## config.mk

```make
export PLATFORM = sky130hd
export DESIGN_NAME = hilo_register_unit
export DESIGN_NICKNAME = d
export VERILOG_FILES = /design/src/rtl/hilo_register_unit.sv
export SDC_FILE = /design/constraint.sdc
export NUM_CORES = 1
export LEC_CHECK = 0
export BUFFER_PORTS_ARGS = -buffer_cell sky130_fd_sc_hd__buf_2
export CORE_ASPECT_RATIO = 0.7
export CORE_UTILIZATION = 30
export DETAILED_ROUTE_END_ITERATION = 10
export PLACE_DENSITY = 0.62
export RECOVER_POWER = 100
export SLEW_MARGIN = 20
export SYNTH_ARGS = -nofsm -noshare
export SYNTH_HDL_FRONTEND = slang
export SYNTH_SLANG_ARGS = --single-unit
```

## constraint.sdc

```tcl
create_clock -name clock -period 1.7 [get_ports clock]
set_clock_uncertainty 0.05 [all_clocks]
set_input_delay 0.34 -clock clock [delete_from_list [all_inputs] [get_ports clock]]
set_output_delay 0.34 -clock clock [all_outputs]
set_load 0.02 [all_outputs]
```

## src/rtl/hilo_register_unit.sv

```systemverilog
// HI/LO register unit for the memory stage: commits multiply/divide/MTHI/MTLO results and serves MFHI/MFLO.
// Optional macro HILO_STALL_COUNTER_EN enables the divide stall-cycle counter on stall_cycles.
module hilo_register_unit (
  input  logic        clock,
  input  logic        reset_n,
  input  logic        in_valid,
  output logic        in_ready,
  input  logic        multiply_valid,
  input  logic [63:0] multiply_result,
  input  logic        divide_valid,
  input  logic        divide_result_valid,
  input  logic [31:0] divide_result,
  input  logic [31:0] divide_remain,
  input  logic [31:0] source_register_data,
  input  logic        result_high,
  input  logic        result_low,
  input  logic        high_low_write,
  input  logic        divider_done,
  input  logic [31:0] divider_quotient,
  input  logic [31:0] divider_remainder,
  input  logic        flush,
  output logic        read_valid,
  output logic [31:0] read_data,
  output logic [31:0] hi_value,
  output logic [31:0] lo_value,
  output logic [31:0] stall_cycles
);

  localparam int DATA_W = 32;

  typedef enum logic [1:0] {
    IDLE        = 2'd0,
    WAIT_DIVIDE = 2'd1,
    DRAIN       = 2'd2
  } state_t;

  state_t              state;
  logic [DATA_W-1:0]   hi_p1;
  logic [DATA_W-1:0]   lo_p1;
  logic                accept;

  assign in_ready = (state == IDLE);
  assign accept   = in_valid & in_ready & ~flush;
  assign hi_value = hi_p1;
  assign lo_value = lo_p1;

  // Accept/commit stage: HI/LO and read data registered on the accept or done edge
  always_ff @(posedge clock or negedge reset_n) begin
    if (!reset_n) begin
      state      <= IDLE;
      hi_p1      <= '0;
      lo_p1      <= '0;
      read_valid <= 1'b0;
      read_data  <= '0;
    end else begin
      read_valid <= 1'b0;
      case (state)
        IDLE: begin
          if (accept) begin
            if (high_low_write) begin
              if (multiply_valid) begin
                hi_p1 <= multiply_result[63:32];
                lo_p1 <= multiply_result[31:0];
              end else if (divide_valid) begin
                if (divide_result_valid) begin
                  lo_p1 <= divide_result;
                  hi_p1 <= divide_remain;
                end else begin
                  state <= WAIT_DIVIDE;
                end
              end else begin
                if (result_high) hi_p1 <= source_register_data;
                if (result_low)  lo_p1 <= source_register_data;
              end
            end else if (result_high | result_low) begin
              // Reads see the registers as of the accept cycle, so a write one entry earlier is already visible
              read_valid <= 1'b1;
              read_data  <= result_high ? hi_p1 : lo_p1;
            end
          end
        end
        WAIT_DIVIDE: begin
          if (flush) begin
            // A cancelled divide may still complete later; DRAIN swallows that stray done pulse
            state <= divider_done ? IDLE : DRAIN;
          end else if (divider_done) begin
            lo_p1 <= divider_quotient;
            hi_p1 <= divider_remainder;
            state <= IDLE;
          end
        end
        DRAIN: begin
          if (divider_done) state <= IDLE;
        end
        default: state <= IDLE;
      endcase
    end
  end

`ifdef HILO_STALL_COUNTER_EN
  logic [DATA_W-1:0] stall_cnt_p1;

  always_ff @(posedge clock or negedge reset_n) begin
    if (!reset_n) begin
      stall_cnt_p1 <= '0;
    end else if (state != IDLE) begin
      stall_cnt_p1 <= stall_cnt_p1 + 1'b1;
    end
  end

  assign stall_cycles = stall_cnt_p1;
`else
  assign stall_cycles = '0;
`endif

endmodule

```

-- Word-level counts from Yosys, hierarchy flattened
Cells that the tools add are included.
- equal/unequal tests: 12
- bitwise logic cells: 5
- reductions and logical operators: 6
- mux-type cells: 32
- operators by type and width (kind ; count):
    $mux 32 ; 17
    $pmux 32 s2 ; 2
    $mux 2 ; 8
    $reduce_and 7->1 ; 2
    $ne 2x2->1 const B ; 4
    $ne 4x1->1 const B ; 2
    $ne 2x1->1 const B ; 3
    $pmux 2 s3 ; 1
    $reduce_and 5->1 ; 1
    $mux 1 ; 4
    $ne 4x3->1 const B ; 1
    $reduce_and 4->1 ; 1
    $and 1x1->1 ; 2
    $eq 2x1->1 const B ; 1
    $eq 2x2->1 const B ; 1
    $logic_not 2->1 ; 1
    $not 1->1 ; 2
    $reduce_bool 2->1 ; 1
    $or 1x1->1 ; 1
- register bits: 99
- output and inout port bits: 130

-- Depth between registers and ports, before layout
- depth in word-level cells: 6
- depth in mapped cells: 6

-- Worst setup path before layout
No wires, ideal clock.
- path kind: register to register
- from: register state[0]
- to: register read_data[1]
- period minus slack after synthesis: 1.712 ns
- data required time: 1.518 ns
- stages on the path, launching flop included: 7
- arrival: 1.529 ns
- setup slack: -0.012 ns
- cells stage by stage: dfrtp_1 -> nor2_1 -> o2111ai_1 -> buf_2 -> buf_1 -> nand2_1 -> o21ai_1
- cells in the longest elaborated chain, start to end: 4
- RTL lines (item ; RTL line ; source):
    from (decl) ; 37 ; state_t state;
    from (signal assigned) ; 85 ; state <= divider_done ? IDLE : DRAIN;
    $logic_not 2->1 (*) ; 42 ; assign in_ready = (state == IDLE);
    via in_ready ; 7 ; output logic in_ready,
    $and 1x1->1 (2 in a row) ; 43 ; assign accept = in_valid & in_ready & ~flush;
    $reduce_and 4->1 (no source line) (*) ; - ;
    to (signal assigned) ; 78 ; read_data <= result_high ? hi_p1 : lo_p1;
    to (decl) ; 23 ; output logic [31:0] read_data,
The timed path passes the listed nets; every way through them passes the cells marked *.
A chain may end at the register's enable or synchronous reset.

-- Worst setup path after layout
- from: register state[1]
- to: register hi_p1[28] (netlist: hi_value[28])
- cells in the longest elaborated chain, start to end: 5
- elaborated cells on any way between the ends: 13
- classes of those cells: eq/ne: 7; mux: 1; bitwise: 2; reduce/logical: 3
- RTL lines (item ; RTL line ; source):
    $logic_not 2->1 ; 42, 57 ;
    $and 1x1->1 (2 in a row) ; 43 ;
    $ne 2x1->1 (no source line) ; - ;
    $reduce_and 7->1 (no source line) ; - ;
    to (signal assigned) ; 62 ; hi_p1 <= multiply_result[63:32];
    to (signal assigned) ; 67 ; hi_p1 <= divide_remain;
    to (signal assigned) ; 72 ; if (result_high) hi_p1 <= source_register_data;
    to (decl) ; 38 ; logic [DATA_W-1:0] hi_p1;
Several ways; a longest one is shown, not always the timed one.

==> out/results.txt <==
Commonest non-fill, non-tap cells in the layout -> buf_2, dfrtp_1, a21oi_1
Worst Setup Start Kind -> register
Max FO, Critical Path -> 10
Commonest non-fill, non-tap cell in the layout -> buf_2
Htree depth -> 3
Antenna Nets Post-Route -> 0
P&R area growth vs syn -> 37.2%
Hold Violations, Final -> 0
Worst EP required -> 1.90 ns
Sequential share of the synthesized area -> 37.7%
Mapped Area -> 6570 µm²
DR vias/cell -> 4.83
Slew headroom -> 49.4%
CP Capture Type -> register
I/O Buffers -> 332
Max_cap viols -> 0
Initial cell density of the core -> 31.2%
Share of total power in the clock network -> 24.2%
Final setup viols -> 0
Clock latency on the worst-skew pair -> 0.35 ns
Clk slew on worst S/H paths -> 0.08 ns
Ant. Diodes -> 0
CTS tree -> done
DP Cell Count -> 1305
Longest Clk Path Bufs -> 2
Final WS setup -> 0.0413 ns
CTS root buffer -> clkbuf_16
Yosys reg bits -> 99
Place WS -> -0.0477 ns
Routability cong. -> 0.820
Slew Limit Fails -> 0
Die Height -> 126 µm
First drt pass iteration count -> 5
Syn Area/Cell -> 9.05 µm²
Non-Filler Instances -> 1332
Vias in the first global route -> 6066
Share of post-route cells with drive strength above 1 -> 44.6%
Routed wire length -> 22800 µm
Critical Path Slowest Stage Cell -> dfrtp_1
Worst hold path type -> in -> reg
Post-synthesis cell type count -> 29
Sw Share -> 39.7%
Status -> complete, no violations
Final #Nets -> 1286
Fillers -> 2192
Worst slew pin tran -> 0.758 ns
DP Wirelength -> 16900 µm
Internal Power -> 0.00538 W
Grt total ovfl -> 0
Initial antenna violation count -> 1
Hold slack -> 0.190 ns
NetSw -> 0.00354 W
Largest net degree at the start of global routing -> 54
Achievable Freq -> 603 MHz
Final Util -> 42.8%
Crit-path max cell delay -> 0.44 ns
Dominant synthesized flop cell -> dfrtp_1
Row count -> 44
Fin crit share -> 97.6%
Post-synth EDFFs -> 0
Cell Chain, Critical Path -> a2111oi_4 -> a221oi_4 -> buf_4 -> clkbuf_16 -> nor2_2 -> a21oi_2
Die X-Extent -> 179 µm
Post-Synthesis Cells -> 726
Initial DRC Count -> 341
Tot Pwr -> 0.00892 W
Sequential Power Share -> 38.6%
WL per Instance -> 17.1 µm
Worst vdd ir -> 0.475 mV
Critical Path AT -> 1.85 ns
LEAKAGE -> 4.54 nW
Die ar. -> 22500 µm²
Total track usage -> 18.7%
Clk sink count -> 99
Vias -> 6428
Critical path type -> reg -> reg
Global-route wire length before repair -> 32600 µm
Top-Level Pins -> 365
Pwr Density -> 989 nW/µm²
Gate power share -> 37.2%
Tmin final -> 1.66 ns
Ys Warns -> 0
CTS buffer count -> 9
Async set-reset flop share out of synthesis -> 100%
Core box area -> 21100 µm²
DRC errors left -> 0
RSZ-0062 raised after global routing -> true
## power by group through the flow
stage | logic (W) | clock network [W] | registers (W)
2_1_floorplan | 0.00140 | 0 | 0.00413
6_report | 0.00332 | 0.00216 | 0.00344
5_1_grt | 0.00361 | 0.00234 | 0.00353
3_5_place_dp | 0.00338 | 0 | 0.00347
4_1_cts | 0.00339 | 0.00225 | 0.00343
3_3_place_gp | 0.00335 | 0 | 0.00346
## what timing repair did
| item | 4_1_cts | 5_1_grt |
|---|---|---|
| hold buffers | 1 | 0 |
| hold endpoints to repair | 53 | 0 |
| gates resized for setup | 5 | 15 |
| buffers inserted | 1 | 4 |
| setup endpoints to repair | 12 | 50 |
| pin swaps | 0 | 3 |
| gates cloned | 0 | 5 |
## cell families (layout without fill, tap and decap cells)
group           Yosys count  after routing  synth area share [%]
mux                      32             32                  4.87
simple gates            140            140                  12.0
compound gates          294            294                  32.8
flops                    99             99                  37.7
other cells               1             32                0.0570
buf+inv                 160            459                  12.6
## worst paths after layout
check	to	cells past startpoint	slack, ns	from
worst max-delay path	hi_value[28]$_DFFE_PN0P_	6	0.04	state[1]$_DFFE_PN0P_
worst min-delay path	state[1]$_DFFE_PN0P_	2	0.19	divider_done
max in group asynchronous	state[0]$_DFFE_PN0P_	3	0.37	reset_n
min in group asynchronous	hi_value[29]$_DFFE_PN0P_	3	0.65	reset_n
worst max register to register	hi_value[28]$_DFFE_PN0P_	6	0.04	state[1]$_DFFE_PN0P_
worst min register to register	read_data[27]$_DFFE_PN0P_	2	0.44	read_data[27]$_DFFE_PN0P_
## synth_stat cells, types with 2 or more instances
master    instances  area [µm²]
a211o_1          64         561
buf_2            14        70.1
a221oi_4          2        52.6
buf_6            12         135
buf_1             6        22.5
nor2_2           56         350
clkbuf_1         30         113
a21oi_1          73         365
nor2b_1          32         200
nand2b_1          2        12.5
dfrtp_1          99        2480
mux2i_1          32         320
a22oi_1          64         480
nand2_1          32         120
o21ai_1          32         160
a21oi_2          56         490
inv_1            65         244
nor2_1           12        45.0
buf_4            32         240
and2b_1           2        15.0
## worst max-delay path: cells and delay by family (launching register included)
family / cells / cell delay, ns
compound gates: 3 / 0.58
flops: 1 / 0.44
buf+inv: 2 / 0.37
simple gates: 1 / 0.10
## metal layers
| layer | vias up | share of wire (%) | track usage, % |
|---|---|---|---|
| met5 | - | 0.044 | 0 |
| met4 | 2 | 0.99 | 3.84 |
| met3 | 20 | 6.0 | 4.11 |
| met2 | 222 | 48 | 31.4 |
| met1 | 3057 | 45 | 24.5 |
| li1 | 3127 | - | - |
## final cells by class
class / count / area [µm²] / share of cell area [%]
clock buffers: 9 / 225 / 2.50
clock inverters: 7 / 81.3 / 0.901
inverters: 66 / 248 / 2.75
multi-input cells: 498 / 3460 / 38.3
flip-flops and latches: 99 / 2480 / 27.5
well taps: 276 / 345 / 3.83
repair buffers: 377 / 2180 / 24.2
## through the flow
stage	setup TNS [ns]	area (µm²)
global route	-0.269	9020
finish	0	9020
global placement	-0.0737	8580
detailed placement	-0.0939	8580
floorplan	0	6690
CTS	0	8910
## flip-flops by register name (all words and copies together), names as in the netlist
| register | count |
|---|---|
| hi_value | 32 |
| lo_value | 32 |
| read_data | 32 |
| read_valid | 1 |
| state | 2 |
Power figures use the tool's default switching activity.
